<file path="src/rtl/muxn_rr.sv">
// N-channel registered multiplexer with valid/ready handshakes on every port.
// Channel choice comes from an external select or a fair round-robin arbiter.
module muxn_rr #(
    parameter int WIDTH = 8,
    parameter int NCH   = 4,
    parameter int SELW  = 2,
    parameter int MODE  = 1
) (
    input  logic                   clk,
    input  logic                   rst_n,
    input  logic [NCH*WIDTH-1:0]   in_data,
    input  logic [NCH-1:0]         in_valid,
    output logic [NCH-1:0]         in_ready,
    input  logic [SELW-1:0]        sel,
    output logic [WIDTH-1:0]       out_data,
    output logic [SELW-1:0]        out_ch,
    output logic                   out_valid,
    input  logic                   out_ready
);

    localparam int unsigned NCHU = NCH;

    logic [WIDTH-1:0] out_data_q, out_data_d;
    logic [SELW-1:0]  out_ch_q, out_ch_d;
    logic             out_valid_q, out_valid_d;

    logic             load;
    logic             xfer;
    logic             gnt_v;
    logic [SELW-1:0]  gnt;
    logic [WIDTH-1:0] gnt_data;

    assign load = !out_valid_q || out_ready;
    // Gated by rst_n so no channel sees an accept while reset is held.
    assign xfer = load && gnt_v && rst_n;

    generate
        if (MODE == 0) begin : g_ext_sel
            always_comb begin
                gnt   = sel;
                gnt_v = 1'b0;
                for (int unsigned k = 0; k < NCHU; k++) begin
                    if (sel == SELW'(k)) begin
                        gnt_v = in_valid[k];
                    end
                end
            end
        end else begin : g_round_robin
            logic [SELW-1:0] last_q, last_d;
            int unsigned     cand;
            logic            unused_sel;

            assign unused_sel = ^sel;

            // Visit channels starting just after the last winner; first valid one wins.
            always_comb begin
                gnt   = '0;
                gnt_v = 1'b0;
                cand  = 0;
                for (int unsigned off = 1; off <= NCHU; off++) begin
                    cand = 32'(last_q) + off;
                    if (cand >= NCHU) begin
                        cand = cand - NCHU;
                    end
                    for (int unsigned k = 0; k < NCHU; k++) begin
                        if (!gnt_v && (cand == k) && in_valid[k]) begin
                            gnt   = SELW'(k);
                            gnt_v = 1'b1;
                        end
                    end
                end
            end

            always_comb begin
                last_d = last_q;
                if (xfer) begin
                    last_d = gnt;
                end
            end

            always_ff @(posedge clk or negedge rst_n) begin
                if (!rst_n) begin
                    last_q <= SELW'(NCH - 1);
                end else begin
                    last_q <= last_d;
                end
            end
        end
    endgenerate

    always_comb begin
        gnt_data = '0;
        for (int unsigned k = 0; k < NCHU; k++) begin
            if (gnt == SELW'(k)) begin
                gnt_data = in_data[k*WIDTH +: WIDTH];
            end
        end
    end

    always_comb begin
        in_ready = '0;
        for (int unsigned k = 0; k < NCHU; k++) begin
            in_ready[k] = xfer && (gnt == SELW'(k));
        end
    end

    always_comb begin
        out_data_d  = out_data_q;
        out_ch_d    = out_ch_q;
        out_valid_d = out_valid_q;
        if (load) begin
            out_valid_d = gnt_v;
            if (gnt_v) begin
                out_data_d = gnt_data;
                out_ch_d   = gnt;
            end
        end
    end

    always_ff @(posedge clk or negedge rst_n) begin
        if (!rst_n) begin
            out_data_q  <= '0;
            out_ch_q    <= '0;
            out_valid_q <= 1'b0;
        end else begin
            out_data_q  <= out_data_d;
            out_ch_q    <= out_ch_d;
            out_valid_q <= out_valid_d;
        end
    end

    assign out_data  = out_data_q;
    assign out_ch    = out_ch_q;
    assign out_valid = out_valid_q;

endmodule

</file>
<file path="config.mk">
export PLATFORM = sky130hd
export DESIGN_NAME = muxn_rr
export DESIGN_NICKNAME = d
export VERILOG_FILES = /design/src/rtl/muxn_rr.sv
export SDC_FILE = /design/constraint.sdc
export NUM_CORES = 1
export LEC_CHECK = 0
export CAP_MARGIN = 20
export CORE_UTILIZATION = 65
export CTS_CLUSTER_DIAMETER = 60
export DETAILED_ROUTE_END_ITERATION = 6
export DONT_BUFFER_PORTS = 1
export PLACE_DENSITY = 0.81
export SYNTH_ARGS = -nofsm -noshare
export SYNTH_HDL_FRONTEND = slang
export SYNTH_SLANG_ARGS = --single-unit
</file>
<file path="constraint.sdc">
create_clock -name clk -period 2.9 [get_ports clk]
set_input_delay 0.87 -clock clk [delete_from_list [all_inputs] [get_ports clk]]
set_output_delay 0.87 -clock clk [all_outputs]
set_load 0.02 [all_outputs]
</file>
# Word-level counts from Yosys, hierarchy flattened
# Index checks and enable logic that the tools add are counted.
# classes
n_addsub,8
order_cmp,4
eq_ne,15
muxes,39
reduce_logical,60
# op_table
cell,n
"== test 32 x 2 -> 1 bit, second input constant",8
"== test 32 x 1 -> 1 bit, second input constant",4
logical NOT 32 bit,4
two-way mux 32 bit,4
logical AND 1 bit,37
two-way mux 8 bit,4
two-way mux 2 bit,14
two-way mux 1 bit,17
logical NOT 1 bit,16
"subtractor 3 x 3 -> 4 bit, second input constant",3
">= comparator 3 bit, second input constant",3
"adder 2 x 2 -> 3 bit, second input constant",2
"subtractor 4 x 3 -> 5 bit, second input constant",1
"adder 2 x 3 -> 4 bit, second input constant",1
"== test 2 bit, second input constant",2
">= comparator 4 x 3 -> 1 bit, second input constant",1
"adder 2 x 1 -> 3 bit, second input constant",1
"== test 2 x 1 -> 1 bit, second input constant",1
logical NOT 2 bit,1
AND reduction 2 bit,1
logical OR 1 bit,1
# word_totals
ff_bits,13
input_bits,41
word_cells,130

# Longest topological paths before layout
# Gate-level depths: netlist of the first run.
# logic_depth
word_depth,71
ltp_mapped,7

# Worst setup path after synthesis of the first run
# Ideal clock, no wire load.
# synth_timing
kind,in2out
from,input port in_valid[3]
to,output port in_ready[3]
arrival_time_ps,2026
t_required_ps,2030
slack_ps,4
cell_stages,5
path_buffers,1
cell_sequence,buf_2 nor2_1 nor3_2 nor3_4 nor3_1
# synth_via
elab_chain_len,53
word_cells_on_any_way,67
# synth_lines
element,line,source
"start, declared",12,"input logic [NCH-1:0] in_valid,"
logical AND 1 bit,66,if (!gnt_v && (cand == k) && in_valid[k]) begin
two-way mux 1 bit,66,
logical NOT 1 bit,66,
logical AND 1 bit (2 in a row),66,
two-way mux 1 bit,66,
logical NOT 1 bit,66,
logical AND 1 bit (2 in a row),66,
two-way mux 1 bit,66,
[32 not listed],--,
logical NOT 1 bit,66,
logical AND 1 bit (2 in a row),66,
two-way mux 1 bit,66,
logical NOT 1 bit,66,
logical AND 1 bit (2 in a row),66,
two-way mux 1 bit,66,
logical AND 1 bit (2 in a row),35,assign xfer = load && gnt_v && rst_n;
logical AND 1 bit (*),103,in_ready[k] = xfer && (gnt == SELW'(k));
"end, declared",13,"output logic [NCH-1:0] in_ready,"
# Every way passes the cells marked *; elsewhere a longest branch is shown, timed or not.

# Worst setup path after layout of the first run
# layout_timing
from,input port in_valid[0]
to,output port in_ready[3]
# layout_via
elab_chain_len,65
word_cells_on_any_way,81
# layout_lines
element,line
logical AND 1 bit,66
two-way mux 1 bit,66
logical NOT 1 bit,66
logical AND 1 bit (2 in a row),66
two-way mux 1 bit,66
logical NOT 1 bit,66
logical AND 1 bit (2 in a row),66
two-way mux 1 bit,66
[44 not listed],--
logical NOT 1 bit,66
logical AND 1 bit (2 in a row),66
two-way mux 1 bit,66
logical NOT 1 bit,66
logical AND 1 bit (2 in a row),66
two-way mux 1 bit,66
logical AND 1 bit (2 in a row),35
logical AND 1 bit (*),103
# Marked as above.

==> results of run 1 <==
## placed cells by master, fill, tap and decap left out, drive strengths merged
cell type | synthesis | final
a41oi | 4 | 4
nor4b | 4 | 4
buf | 6 | 9
dfstp | 2 | 2
nand2b | 6 | 6
o211a | 1 | 1
dfrtp | 11 | 11
o211ai | 1 | 1
a31oi | 4 | 4
a21boi | 1 | 1
a22oi | 8 | 8
nor3 | 4 | 4
clkbuf | 0 | 4
o311ai | 1 | 1
o21ai | 5 | 5
inv | 2 | 2
o311a | 1 | 1
a21oi | 5 | 5
o22ai | 1 | 1
mux2i | 1 | 1
nand3 | 5 | 5
o221ai | 5 | 5
nor2 | 16 | 16
nand2 | 9 | 9
and2 | 1 | 1
## sequential cells by signal, summed over array words and instances (netlist names)
signal,cells
g_round_robin.last_q,2
out_ch,2
out_data,8
out_valid,1
## kinds of logic (layout without fill, tap and decap cells)
kind of cell / count (synthesis) / in the layout / synth area share (%)
multiplexers: 1 / 1 / 1.04
buffers and inverters: 8 / 15 / 5.05
AO/OA/AOI/OAI: 37 / 37 / 33.9
AND/OR/NAND/NOR: 45 / 45 / 26.0
flip-flops: 13 / 13 / 33.9
## area by class of cell
type,count,area share [%]
multi-input combinational,83,56.8
inverter,2,0.724
tap,15,1.81
clock buffer,4,2.53
timing repair buffer,9,6.51
sequential,13,31.6
## cells in the mapped netlist
| cell | instances |
|---|---|
| nor3_4 | 1 |
| nand2b_1 | 4 |
| nor4b_1 | 4 |
| mux2i_1 | 1 |
| nand3_1 | 5 |
| o311ai_4 | 1 |
| nor3_1 | 2 |
| o21ai_1 | 1 |
| inv_1 | 1 |
| nand2b_2 | 1 |
| o211ai_1 | 1 |
| o221ai_1 | 5 |
| o211a_1 | 1 |
| a21oi_1 | 3 |
| buf_6 | 1 |
| a22oi_1 | 4 |
| o22ai_1 | 1 |
| and2_4 | 1 |
| a21boi_2 | 1 |
| a21oi_2 | 2 |
| buf_4 | 2 |
| buf_2 | 3 |
| inv_2 | 1 |
| dfrtp_1 | 11 |
| nor2_1 | 14 |
| nand2_1 | 9 |
| dfstp_2 | 2 |
| a41oi_1 | 4 |
| nor3_2 | 1 |
| o21ai_2 | 1 |
| nand2b_4 | 1 |
| o311a_4 | 1 |
| a31oi_1 | 4 |
| nor2_2 | 2 |
| a22oi_2 | 4 |
| o21ai_0 | 3 |
## worst max-delay path, stage by stage
cell	delay, ns
nand2b_1	0.13
a21oi_2	0.30
nor3_4	0.09
nor3_1	0.23
buf_4	0.18
## metrics by stage
step	worst slack (ns)	util (%)	hold WS, ns
finish	0.232	77.8	0.283
floorplan	0.00427	-	0.574
global route	0.115	77.8	0.265
detailed placement	0.236	75.8	0.552
global placement	0.264	75.8	0.536
CTS	0.236	77.8	0.283
## report_power, final
part	total, mW	leakage, nW	internal (mW)	switching (mW)
Sequential	0.323	0.144	0.231	0.0919
Combinational	0.258	0.222	0.117	0.141
Clock	0.110	0.0150	0.0532	0.0570
## how the worst max path moves through the flow
stage / startpoint / endpoint / slack, ns / cells past startpoint
6_report: in_valid[0] / in_ready[3] / 0.23 / 5
3_5_place_dp: in_valid[0] / in_ready[3] / 0.24 / 5
4_1_cts: in_valid[0] / in_ready[3] / 0.24 / 5
3_3_place_gp: in_valid[0] / in_ready[3] / 0.26 / 5
5_1_grt: out_ready / in_ready[3] / 0.12 / 5
2_1_floorplan: in_valid[3] / in_ready[3] / 0.004 / 5
## routing by layer
metal | global-route usage [%] | vias to the layer above
met5 | 0 | -
met4 | 7.50 | 0
met3 | 6.67 | 0
met2 | 46.8 | 53
met1 | 36.1 | 411
li1 | - | 418
==> impl_results.md, run 1 <==
* CTS H-tree depth at 1
* Startpoint Class: input pin
* Synthesized area per cell at 9.29 sq um
* Via density at 7.00
* Worst EP arrival at 1.80 ns
* DRC at 0
* Syn Std Cell Area at 966 sq um
* Worst vdd ir at 390 uV
* Critical Path RT at 2.03 ns
* Post-synth cell types at 36
* Synth area leader: dfrtp_1
* Highest metal layer with signal wires: met3
* Clock Tree Buf Depth at 2
* Worst-Margin Slew at 0.441 ns
* Sequential area share after synthesis at 33.9%
* Max FO, Critical Path at 5
* Leak Pwr at 0.380 nW
* Clock root buffer: clkbuf_4
* Row Count at 13
* HPWL after DPL at 1750 um
* Share of the synthesized area in the top cell type at 28.5%
* Synthesis Warnings at 0
* Clock-pin slew on the worst setup and hold paths at 0.08 ns
* Routed length on met1 at 920 um
* Area grow syn2layout at 7.38%
* Ant diodes at 0
* Final setup violating endpoints at 0
* CP Capture Type: output port
* Final wirelength at 2230 um
* Met3 Routed Length at 195 um
* Skew final at 0.00645 ns
* R2r worst-path depth at 5
* Max Freq at 375 MHz
* Pwr/cell area at 667 nW/um^2
* R2R Path End: out_data[7]$_DFFE_PN0P_
* Total grt overflow at 0
* Multi-input gate area in the final layout at 589 sq um
* RSZ-0062 raised after global routing: no
* Register area at 328 sq um
* First drt pass iteration count at 4
* Synth area leaders: dfrtp_1 28%, dfstp_2 5.4%, nor2_1 5.4%
* Mapped Cells at 104
* GRT Util Overall at 28.2%
* Layout fillers at 88
* Worst Path Class, Setup: input pin to output port
* Status: finished, final reports clean
* Reg2reg setup slack at 1.17 ns
* Final non-filler cell total at 126
* Post-route ant nets at 0
* Largest net degree at the start of global routing at 20
* Port Buffer Count at 0
* Chip width at 40.6 um
* CTS Buf Count at 3
* Cell area after layout at 1040 sq um
* Max-slew violations at 0
* Initial antenna violation count at 0
* Clk Latency, worst-skew pair at 0.27 ns
* Hold crit path type: input pin to async pin
* Reg-to-reg startpoint: g_round_robin.last_q[0]$_DFFE_PN1P_
* First-pass GRT wire length at 3060 um
* Register bit count reported by yosys at 13
* Setup TNS at 0 ns
* Post_cts resized at 0
* Crit share post-route at 92.0%
* Met2 WL at 1110 um
* Post-Syn Nets at 145
* DR iter-0 viols at 27
* Placed Cells at 122
* Slew headroom at 70.4%
* Post-CTS Hold Buffers at 0
* Vias in the first global route at 734
* DR vias at 882
* Power, Total at 0.692 mW
* Core area at 1330 sq um
* Final #Nets at 153
* Starting density of the core at 72.4%
* Share of layout cells above drive strength 1 at 28.8%
* Post-layout min period at 2.67 ns
* Placed instance area at 1010 sq um
* TritonCTS clock tree: built
* Clock Sinks at 13
* Die Y-Extent at 40.6 um
* I/O pin count at 56
* Routability cong. at 0.880
* Die footprint at 1640 sq um
* Post-DR wirelength/cell at 17.7 um
* Hold Violations, Final at 0
* Post-CTS setup buffers at 0
* Max_cap viols at 0
(Power assumes the default switching activity.)
==> inputs of run 2 (changes only) <==
CORE_UTILIZATION = 40   (was 65)
DONT_BUFFER_PORTS = unset   (was 1)
PLACE_DENSITY = 0.84   (was 0.81)
==> impl_results.md, run 2 (synthesized netlist as in run 1, its figures left out) <==
* R2r worst-path depth at 13
* Most common cell after layout, fill and taps aside: clkdlybuf4s50_1
* DR iter-0 viols at 55
* Total grt overflow at 0
* Clk Latency, worst-skew pair at 0.29 ns
* Clock Sinks at 13
* TritonCTS clock tree: built
* Post-DR wirelength/cell at 19.1 um
* Slew headroom at 72.4%
* Clock Tree Buf Depth at 2
* First drt pass iteration count at 4
* Worst vdd ir at 347 uV
* Skew final at 0.000702 ns
* Status: finished, final reports clean
* Port Buffer Count at 53
* Reg2reg setup slack at 0.39 ns
* Starting density of the core at 42.8%
* Worst Hold Depth at 2
* Largest stage delay, worst path at 0.26 ns
* R2R Path End: out_data[5]$_DFFE_PN0P_
* Critical Path RT at 2.03 ns
* Row Count at 17
* Worst-Margin Slew at 0.409 ns
* Max_cap viols at 0
* Leak Pwr at 0.756 nW
* CP Capture Type: output port
* Pwr/cell area at 537 nW/um^2
* GRT Util Overall at 33.5%
* Final #Nets at 231
* Initial antenna violation count at 0
* Die footprint at 2620 sq um
* Reg-to-reg startpoint: g_round_robin.last_q[1]$_DFFE_PN1P_
* Post-route ant nets at 0
* Chip width at 51.1 um
* Ant diodes at 0
* CTS Buf Count at 3
* Max FO, Critical Path at 4
* CP max-delay cell: dlygate4sd2_1
* Most frequent cells in the layout: 44 x clkdlybuf4s50_1, 36 x buf_4, 14 x nor2_1
* Via density at 6.04
* Setup crit start: in_valid[2]
* Max Freq at 354 MHz
* Hold crit path type: flop to flop
* Max reg flops at 8
* Max-slew violations at 0
* Clock root buffer: clkbuf_4
* CTS H-tree depth at 1
* HPWL after DPL at 2650 um
* Final wirelength at 4140 um
* Crit share post-route at 97.4%
* Worst EP arrival at 1.95 ns
* RSZ-0062 raised after global routing: no
* Power, Total at 0.993 mW
* Die Y-Extent at 51.1 um
* DR vias at 1,310
* Vias in the first global route at 1,261
* Post-layout min period at 2.82 ns
* Core area at 2250 sq um
* I/O pin count at 56
* Hold Path Sink: out_ch[1]$_DFFE_PN0P_
* Final setup violating endpoints at 0
* Hold Violations, Final at 0
* Util after Layout at 82.0%
* Routability cong. at 0.865
* First-pass GRT wire length at 6220 um
* Layout fillers at 130
* Clock-pin slew on the worst setup and hold paths at 0.08 ns
* HP Start: out_ch[1]$_DFFE_PN0P_
* Startpoint Class: input pin
* CP Cell Sequence: dlygate4sd2_1, nand2b_4, a21oi_4, nor3_4, nand2_1, nor2_1, buf_4
* Area grow syn2layout at 91.3%
* Share of layout cells above drive strength 1 at 39.2%
* Largest net degree at the start of global routing at 20
* Worst Path Class, Setup: input pin to output port
* DRC at 0
## run 2: changes by cell type in the layout (fill, tap and decap cells not counted), sizes merged
cell,delta
buf,+29
clkbuf,+3
clkdlybuf4s50,+44
dlygate4sd2,+2
## run 2: final cells by class
class | instances | area [sq um] | share of cell area, %
Tap cell | 28 | 35.0 | 1.90
Clock buffer | 4 | 26.3 | 1.42
Inverter | 2 | 7.51 | 0.406
Sequential cell | 13 | 328 | 17.7
Timing Repair Buffer | 87 | 766 | 41.4
Multi-Input combinational cell | 83 | 686 | 37.1
## run 2: where the power goes
group | total, mW | switching (mW) | internal [mW]
Combinational | 0.588 | 0.284 | 0.304
Clock | 0.121 | 0.0674 | 0.0536
Sequential | 0.284 | 0.0519 | 0.232
Total | 0.993 | 0.404 | 0.589
## run 2: repair_timing
| action | CTS | global route |
|---|---|---|
| gates resized for setup | 43 | 8 |
| hold buffers | 0 | 0 |
| setup buffers | 10 | 2 |
| setup endpoints to repair | 4 | 7 |
| cloned | 0 | 0 |
| pin swaps | 8 | 4 |
| hold endpoints to repair | 0 | 0 |
## run 2: through the flow
step | TNS, ns | std cells | instance area [sq um] | hold WS [ns] | setup WS (ns)
finish | 0 | 217 | 1850 | 0.544 | 0.0760
CTS | 0 | 215 | 1830 | 0.545 | 0.0145
global route | 0 | 217 | 1850 | 0.568 | 0.0181
floorplan | 0 | 104 | 966 | 0.574 | 0.00427
global placement | -2.52 | 201 | 1660 | 0.494 | -0.679
detailed placement | -2.73 | 201 | 1660 | 0.504 | -0.737
## run 2: worst max-delay path: cells and delay by family
| family | cells | cell delay, ns |
|---|---|---|
| buffers and inverters | 2 | 0.41 |
| AOI/OAI and AO/OA | 1 | 0.06 |
| and+or+nand+nor | 4 | 0.62 |
## run 2: worst max-delay path by stage
stage | slack [ns] | endpoint
2_1_floorplan | 0.004 | in_ready[3]
3_3_place_gp | -0.68 | in_ready[3]
3_5_place_dp | -0.74 | in_ready[0]
4_1_cts | 0.01 | in_ready[0]
5_1_grt | 0.02 | in_ready[0]
6_report | 0.08 | in_ready[0]
## run 2: routing by layer
layer | GRT usage (%) | wire [um] | vias up
li1 | - | - | 570
met1 | 39.0 | 1580 | 637
met2 | 56.1 | 2110 | 83
met3 | 5.95 | 242 | 20
met4 | 21.3 | 205 | 0
met5 | 0 | 0 | -
==> inputs of run 3 (changes only) <==
CAP_MARGIN = 5   (was 20)
==> results of run 3 <==
The final DEF is identical to that of run 2; final timing and power are the same.
